--- config.mk ---
export PLATFORM = sky130hd
export DESIGN_NAME = tour_cmd_seq
export DESIGN_NICKNAME = d
export VERILOG_FILES = /design/src/rtl/tour_pkg.sv /design/src/rtl/knight_move_decode.sv /design/src/rtl/tour_cmd_seq.sv
export SDC_FILE = /design/constraint.sdc
export NUM_CORES = 1
export LEC_CHECK = 0
export ABC_AREA = 1
export BUFFER_PORTS_ARGS = -buffer_cell sky130_fd_sc_hd__clkbuf_2
export CAP_MARGIN = 30
export CELL_PAD_IN_SITES_DETAIL_PLACEMENT = 2
export CELL_PAD_IN_SITES_GLOBAL_PLACEMENT = 2
export CORE_ASPECT_RATIO = 1.4
export CORE_MARGIN = 2
export CORE_UTILIZATION = 22
export CTS_CLUSTER_SIZE = 16
export DETAILED_ROUTE_END_ITERATION = 10
export PLACE_DENSITY_LB_ADDON = 0.1
export SKIP_LAST_GASP = 1
export SLEW_MARGIN = 20
export SYNTH_ARGS = -nofsm -noshare
export SYNTH_HDL_FRONTEND = slang
export SYNTH_HIERARCHICAL = 1
export SYNTH_SLANG_ARGS = --single-unit
export TNS_END_PERCENT = 100
--- constraint.sdc ---
create_clock -name clk -period 1.5 [get_ports clk]
set_clock_uncertainty 0.05 [all_clocks]
set_input_delay 0 -clock clk [delete_from_list [all_inputs] [get_ports clk]]
set_output_delay 0 -clock clk [all_outputs]
set_load 0.005 [all_outputs]
--- src/rtl/tour_pkg.sv ---
// Shared types and encodings for the tour command sequencer.
// The sequencer and the knight move decoder both import this package.
package tour_pkg;

    typedef enum logic [2:0] {
        IDLE,
        LEG1,
        WAIT1,
        LEG2,
        WAIT2
    } state_t;

    localparam logic [3:0] OPC_MOVE    = 4'b0010;
    localparam logic [3:0] OPC_FANFARE = 4'b0011;
    localparam logic [3:0] OPC_ABORT   = 4'hF;

    localparam logic [7:0] HDG_N = 8'h00;
    localparam logic [7:0] HDG_W = 8'h3F;
    localparam logic [7:0] HDG_S = 8'h7F;
    localparam logic [7:0] HDG_E = 8'hBF;

    localparam logic [7:0] RESP_DONE_DEF = 8'hA5;
    localparam logic [7:0] RESP_BUSY_DEF = 8'h5A;

    typedef struct packed {
        logic [7:0] heading;
        logic [3:0] squares;
    } leg_t;

    function automatic leg_t makeLeg(input logic [7:0] heading, input logic [3:0] squares);
        leg_t leg;
        leg.heading = heading;
        leg.squares = squares;
        return leg;
    endfunction

endpackage

--- src/rtl/knight_move_decode.sv ---
// Splits a one-hot knight move into its vertical and horizontal legs.
// Anything that is not exactly one-hot becomes a pair of 0-square legs.
module knight_move_decode
    import tour_pkg::*;
(
    input  logic [7:0] i_move,
    output leg_t       o_vertLeg,
    output leg_t       o_horzLeg
);

    // A zero displacement falls into the "otherwise" heading: S and W.
    always_comb begin
        o_vertLeg = makeLeg(HDG_S, 4'd0);
        o_horzLeg = makeLeg(HDG_W, 4'd0);
        case (i_move)
            8'h01: begin o_vertLeg = makeLeg(HDG_N, 4'd2); o_horzLeg = makeLeg(HDG_E, 4'd1); end
            8'h02: begin o_vertLeg = makeLeg(HDG_N, 4'd2); o_horzLeg = makeLeg(HDG_W, 4'd1); end
            8'h04: begin o_vertLeg = makeLeg(HDG_N, 4'd1); o_horzLeg = makeLeg(HDG_W, 4'd2); end
            8'h08: begin o_vertLeg = makeLeg(HDG_S, 4'd1); o_horzLeg = makeLeg(HDG_W, 4'd2); end
            8'h10: begin o_vertLeg = makeLeg(HDG_S, 4'd2); o_horzLeg = makeLeg(HDG_W, 4'd1); end
            8'h20: begin o_vertLeg = makeLeg(HDG_S, 4'd2); o_horzLeg = makeLeg(HDG_E, 4'd1); end
            8'h40: begin o_vertLeg = makeLeg(HDG_S, 4'd1); o_horzLeg = makeLeg(HDG_E, 4'd2); end
            8'h80: begin o_vertLeg = makeLeg(HDG_N, 4'd1); o_horzLeg = makeLeg(HDG_E, 4'd2); end
            default: begin end
        endcase
    end

endmodule

--- src/rtl/tour_cmd_seq.sv ---
// Muxes UART commands to cmd_proc when idle and replays a solved knight's
// tour as two-leg commands. A UART abort command ends the tour early.
module tour_cmd_seq
    import tour_pkg::*;
#(
    parameter int         NUM_MOVES  = 24,
    parameter int         IDX_W      = $clog2(NUM_MOVES),
    parameter int         HORZ_FIRST = 0,
    parameter logic [7:0] RESP_DONE  = RESP_DONE_DEF,
    parameter logic [7:0] RESP_BUSY  = RESP_BUSY_DEF
) (
    input  logic             clk,
    input  logic             rst,
    input  logic             start_tour,
    input  logic [7:0]       move,
    output logic [IDX_W-1:0] mv_indx,
    input  logic [15:0]      cmd_UART,
    input  logic             cmd_rdy_UART,
    input  logic             clr_cmd_rdy,
    input  logic             send_resp,
    output logic [15:0]      cmd,
    output logic             cmd_rdy,
    output logic [7:0]       resp,
    output logic             tour_busy
);

    state_t           r_state;
    logic [IDX_W-1:0] r_mvIndx;
    logic             r_tourBusy;

    leg_t w_vertLeg;
    leg_t w_horzLeg;
    leg_t w_firstLeg;
    leg_t w_secondLeg;
    logic w_abort;
    logic w_lastMove;

    knight_move_decode u_decode (
        .i_move    (move),
        .o_vertLeg (w_vertLeg),
        .o_horzLeg (w_horzLeg)
    );

    assign w_firstLeg  = (HORZ_FIRST != 0) ? w_horzLeg : w_vertLeg;
    assign w_secondLeg = (HORZ_FIRST != 0) ? w_vertLeg : w_horzLeg;
    assign w_abort     = cmd_rdy_UART && (cmd_UART[15:12] == OPC_ABORT) && (r_state != IDLE);
    assign w_lastMove  = (r_mvIndx == IDX_W'(NUM_MOVES - 1));

    // Abort outranks any handshake arriving in the same cycle.
    always_ff @(posedge clk) begin
        if (rst) begin
            r_state    <= IDLE;
            r_mvIndx   <= '0;
            r_tourBusy <= 1'b0;
        end else if (w_abort) begin
            r_state    <= IDLE;
            r_mvIndx   <= '0;
            r_tourBusy <= 1'b0;
        end else begin
            case (r_state)
                IDLE: if (start_tour) begin
                    r_state    <= LEG1;
                    r_mvIndx   <= '0;
                    r_tourBusy <= 1'b1;
                end
                LEG1:  if (clr_cmd_rdy) r_state <= WAIT1;
                WAIT1: if (send_resp)   r_state <= LEG2;
                LEG2:  if (clr_cmd_rdy) r_state <= WAIT2;
                WAIT2: if (send_resp) begin
                    if (w_lastMove) begin
                        r_state    <= IDLE;
                        r_tourBusy <= 1'b0;
                    end else begin
                        r_state  <= LEG1;
                        r_mvIndx <= r_mvIndx + IDX_W'(1);
                    end
                end
                default: r_state <= IDLE;
            endcase
        end
    end

    // A UART command landing on the start_tour cycle is hidden from cmd_proc.
    always_comb begin
        cmd     = cmd_UART;
        cmd_rdy = cmd_rdy_UART & ~start_tour;
        resp    = RESP_DONE;
        case (r_state)
            LEG1: begin
                cmd     = {OPC_MOVE, w_firstLeg};
                cmd_rdy = 1'b1;
                resp    = RESP_BUSY;
            end
            WAIT1: begin
                cmd     = {OPC_MOVE, w_firstLeg};
                cmd_rdy = 1'b0;
                resp    = RESP_BUSY;
            end
            LEG2: begin
                cmd     = {OPC_FANFARE, w_secondLeg};
                cmd_rdy = 1'b1;
                resp    = RESP_BUSY;
            end
            WAIT2: begin
                cmd     = {OPC_FANFARE, w_secondLeg};
                cmd_rdy = 1'b0;
                resp    = w_lastMove ? RESP_DONE : RESP_BUSY;
            end
            default: begin end
        endcase
    end

    assign mv_indx   = r_mvIndx;
    assign tour_busy = r_tourBusy;

endmodule

Word-level counts from Yosys, hierarchy flattened

Cells that the tools add are included.

Add/sub/neg operators: 1
Equality and inequality tests: 21
Muxes and demuxes: 21
Bitwise gates (word level): 2
Reduce and logical (&&, ||, !) cells: 22

Operators with widths:

| operator                                            | number |
|---|---|
| case mux 12 bit (4 select lines)                    | 1 |
| case mux 11 bit (4 select lines)                    | 1 |
| case mux 16 bit (2 select lines)                    | 1 |
| OR reduction 2 bit                                  | 13 |
| case mux 8 bit (2 select lines)                     | 1 |
| two-way mux 3 bit                                   | 5 |
| two-way mux 5 bit                                   | 3 |
| case mux 3 bit (5 select lines)                     | 1 |
| inequality test 2 bit, second input constant        | 7 |
| case mux 5 bit (2 select lines)                     | 1 |
| equality test 8 x 1 -> 1 bit, second input constant | 1 |
| equality test 8 x 2 -> 1 bit, second input constant | 1 |
| equality test 8 x 3 -> 1 bit, second input constant | 1 |
| equality test 8 x 4 -> 1 bit, second input constant | 1 |
| equality test 8 x 5 -> 1 bit, second input constant | 1 |
| equality test 8 x 6 -> 1 bit, second input constant | 1 |
| equality test 8 x 7 -> 1 bit, second input constant | 1 |
| equality test 8 bit, second input constant          | 1 |
| two-way mux 8 bit                                   | 1 |
| AND reduction 4 bit                                 | 2 |
| equality test 3 x 2 -> 1 bit, second input constant | 2 |
| adder 5 x 1 -> 5 bit, second input constant         | 1 |
| equality test 5 bit, second input constant          | 1 |
| AND reduction 5 bit                                 | 1 |
| other kinds (12)                                    | 17 |

Register bits after elaboration: 9
Input bits: 30
Output and inout bits: 31

Longest topological paths before layout

Depth after elaboration: 4
Gate-level depth with buffers: 10
Gate-level depth less buffers: 9

Modules after synthesis

The synthesis kept the hierarchy.

By module, submodules not included:

| module             | times used | cells each | area an instance (µm²) |
|---|---|---|---|
| tour_cmd_seq       | 1          | 161        | 907.1 |
| knight_move_decode | 1          | 64         | 364.1 |

Worst setup path after synthesis

No wires, ideal clock.

Path type: reg-to-reg
Start point: register r_mvIndx[0] (netlist: mv_indx[0])
End point: register r_mvIndx[3] (netlist: mv_indx[3])
Library setup time: 113 ps
Arrival time: 1184 ps
Required time: 1337 ps
Setup slack: 153 ps
Stages on the path, launching flop included: 10
Path buffers: 0
Clock period less this slack: 1347 ps
Cells stage by stage: dfxtp_1 -> ha_1 -> nand2_1 -> inv_1 -> nand2_1 -> nand2_2 -> a21oi_4 -> nand2_1 -> nand2_1 -> nor2_1

Cells in the longest elaborated chain, start to end: 4
Elaborated cells on any way between the ends: 7
Classes of those cells: add/sub (1); eq/ne (2); mux (3); reduce/logical (1)

Ends and longest elaborated chain:

| item                            | line               | RTL |
|---|---|---|
| start, declared                 | tour_cmd_seq.sv:28 | `logic [IDX_W-1:0] r_mvIndx;` |
| start signal, assigned          | tour_cmd_seq.sv:75 | `r_mvIndx <= r_mvIndx + IDX_W'(1);` |
| adder 5 x 1 -> 5 bit            | tour_cmd_seq.sv:75 |  |
| two-way mux 5 bit               | tour_cmd_seq.sv:70 | `if (w_lastMove) begin` |
| two-way mux 5 bit               | tour_cmd_seq.sv:69 | `WAIT2: if (send_resp) begin` |
| case mux 5 bit (2 select lines) | tour_cmd_seq.sv:60 | `case (r_state)` |

Parallel ways exist; a longest one is shown, timed or not. The select of a mux whose other input is x is not followed.
A chain may end at the register's enable or synchronous reset.

Worst setup path in the final report

Start point: register r_state[1]
End point: output port cmd[1]

Cells in the longest elaborated chain, start to end: 3
Elaborated cells on any way between the ends: 7
Classes of those cells: eq/ne (4); mux (1); reduce/logical (2)

Ends and longest elaborated chain:

| item                                              | line               | RTL |
|---|---|---|
| start, declared                                   | tour_cmd_seq.sv:27 | `state_t r_state;` |
| start signal, assigned                            | tour_cmd_seq.sv:52 | `r_state <= IDLE;` |
| start signal, assigned                            | tour_cmd_seq.sv:56 | `r_state <= IDLE;` |
| start signal, assigned                            | tour_cmd_seq.sv:62 | `r_state <= LEG1;` |
| equality test 3 bit, or another cell as far along | tour_cmd_seq.sv:88 | `case (r_state)` |
| OR reduction 2 bit (no line)                      | -                  |  |
| case mux 16 bit (2 select lines) *                | tour_cmd_seq.sv:88 |  |
| end, declared                                     | tour_cmd_seq.sv:21 | `output logic [15:0] cmd,` |

Mark *: on every way between the ends. The rest lies on a longest branch, timed or not.

==> run summary <==
GRT Overall Usage = 14.42%
Die ar. = 6411 µm²
Warnings, synthesis = 6
DR WL met2 = 2.442 mm
Min cycle time layout = 1499 ps
Max Fclk = 667.1 MHz
TritonCTS Buffers = 3
RSZ-0062 raised after global routing = yes
Die height = 93.94 µm
Cells after Synth = 225
CP Data Arrival Time = 1450 ps
CTS Buffer Depth = 2
Area occupied by multi-input gates = 904.6 µm²
Worst-skew pair later-pin latency = 240 ps
Vias per cell = 4.437
Finished Layout Cells = 357
Final Setup Violations = 0
DRT Wirelength = 4.459 mm
DRC = 0
CP startpoint kind = register
Gpl congestion = 0.8161
Detail Route met3 WL = 201 µm
Final hold viol count = 0
PortBufs = 60
Starting DRT DRC Count = 29
Global route total overflow = 0
Ant diodes = 0
Crit share post-route = 99.94%
FF+latch count, synth = 9
Clock root buffer = clkbuf_8
Setup Slack @ Placement = -0.9072 ps
Leak = 0.0009835 µW
WL per Instance = 12.49 µm
Reg area = 192.7 µm²
TritonCTS clock tree = yes
Sequential-to-total area share from yosys stat = 14.17%
Post-route ant nets = 0
Dpl cells = 346
Boundary pin count = 61
Clk pin slew, worst setup/hold paths = 50 ps
Commonest non-fill, non-tap cell in the layout = clkbuf_2
Peak VDD IR = 0.0004573 V
Vias = 1584
Fillers = 708
Initial Utilization = 22.84%
Pre-Repair DR Iteration Count = 3
CP Capture Type = output pin
Initial antenna violation count = 0
Ratio of cells with drive above 1 in the final layout = 40.14%
Final net count = 321
WL met1 = 1.789 mm
Status = finished, final reports clean
Vias in the first global route = 1617
Crit path required time = 1450 ps
PnR worst setup slack = 0.9537 ps
HP Class = input pin to register
Hpwl dp = 3.737 mm
Die outline width = 68.25 µm
Syn-to-layout area delta = 41.34%
# rows = 32
CTS Sinks = 9
Crit path max fanout = 12
Slew Viols, Final = 0
MaxCap Viol Count = 0
Commonest cells after routing, fill and taps aside = clkbuf_2 (60), nand2_1 (52), nand3_1 (27), nor2_1 (21), inv_1 (19)
Number of H-tree levels = 1
First-pass GRT wire length = 7.176 mm
Syn_area_per_cell = 5.650 µm²
PwrDens = 1266 nW/µm²
Total Power = 2275 µW
Yosys cell types = 26
Kind of critical path = register to output pin
Syn Std Cell Area = 1271 µm²
Largest net degree at the start of global routing = 16
Placeable Area = 5565 µm²
DR top layer = met4
-- area by class of cell --
class / count / share of cell area (%)
Clock buffer: 4 / 2.507
Inverter: 27 / 6.198
Multi-Input combinational cell: 171 / 50.35
Sequential cell: 9 / 10.72
Tap cell: 68 / 4.735
Timing Repair Buffer: 78 / 25.49
-- registers in the layout, indices dropped and copies added (netlist names) --
name / cells
tour_busy: 1
mv_indx: 5
r_state: 3
-- kinds of logic after synthesis --
logic type / Yosys count / share of synthesized area, %
buf+inv: 55 / 23.82
simple gates: 126 / 45.47
xor+xnor: 2 / 1.378
compound gates: 30 / 13.58
flops: 9 / 14.17
fa+ha+maj: 1 / 0.9841
other cells: 2 / 0.5908
-- path summary, 6_finish.rpt --
check | endpoint | start | cells after the start | slack [ps]
max | cmd[1] | r_state[1]$_SDFFE_PP0P_ | 8 | 1
min | mv_indx[0]$_SDFFE_PP0P_ | rst | 4 | 10
max reg2reg | mv_indx[1]$_SDFFE_PP0P_ | mv_indx[1]$_SDFFE_PP0P_ | 9 | 100
min reg2reg | tour_busy$_SDFFE_PP0P_ | tour_busy$_SDFFE_PP0P_ | 2 | 420
-- power by group --
part	switching (µW)	internal (µW)
clock network	119	187
registers	74.4	311
logic	863	720
-- routing by layer --
metal / GRT usage (%) / up-vias
li1: - / 810
met5: 0 / -
met1: 16.46 / 736
met4: 3.000 / 0
met3: 2.038 / 4
met2: 27.27 / 34
-- per-stage QoR --
stage | hold slack (ps) | instance area (µm²) | utilization [%] | setup TNS (ps)
6_report | 13.19 | 1797 | 32.28 | 0
5_1_grt | 29.26 | 1797 | 32.28 | -1193
4_1_cts | 2.252 | 1759 | 31.61 | 0
3_5_place_dp | 221.4 | 1588 | 28.53 | -0.9072
3_3_place_gp | 218.3 | 1588 | 28.53 | 0
2_1_floorplan | 20.71 | 1309 | - | 0
-- cells in the mapped netlist --
cell	n	area share, %
a211o_1	1	0.69
a21oi_1	8	3.1
a21oi_2	2	1.4
a21oi_4	1	1.3
buf_2	1	0.39
buf_4	25	15
clkbuf_1	1	0.29
clkbuf_2	1	0.39
conb_1	2	0.59
dfxtp_1	9	14
ha_1	1	0.98
inv_1	22	6.5
inv_2	5	1.5
nand2_1	58	17
nand2_2	4	2.0
nand3_1	27	11
nand3b_1	2	1.2
nand4_1	4	2.0
nor2_1	21	6.2
nor2_2	5	2.5
nor2_4	3	2.7
nor3_2	1	0.79
o21ai_0	16	6.3
o21ai_1	2	0.79
or2_2	1	0.49
xnor2_1	2	1.4
-- critical path: stages (launching register included) --
cell	delay (ps)
dfxtp_4	390
inv_4	60
nand2_4	90
nand2_4	90
a21oi_4	160
buf_12	150
nand2_1	50
nand3_1	100
clkbuf_2	120
-- timing repair --
action	in CTS	in global routing
endpoints found under the setup margin	26	27
setup buffers	5	1
hold buffers	1	0
cloned	0	0
pin swaps	5	6
hold endpoints to repair	1	0
gates resized for setup	26	12
(Power assumes the default switching activity.)
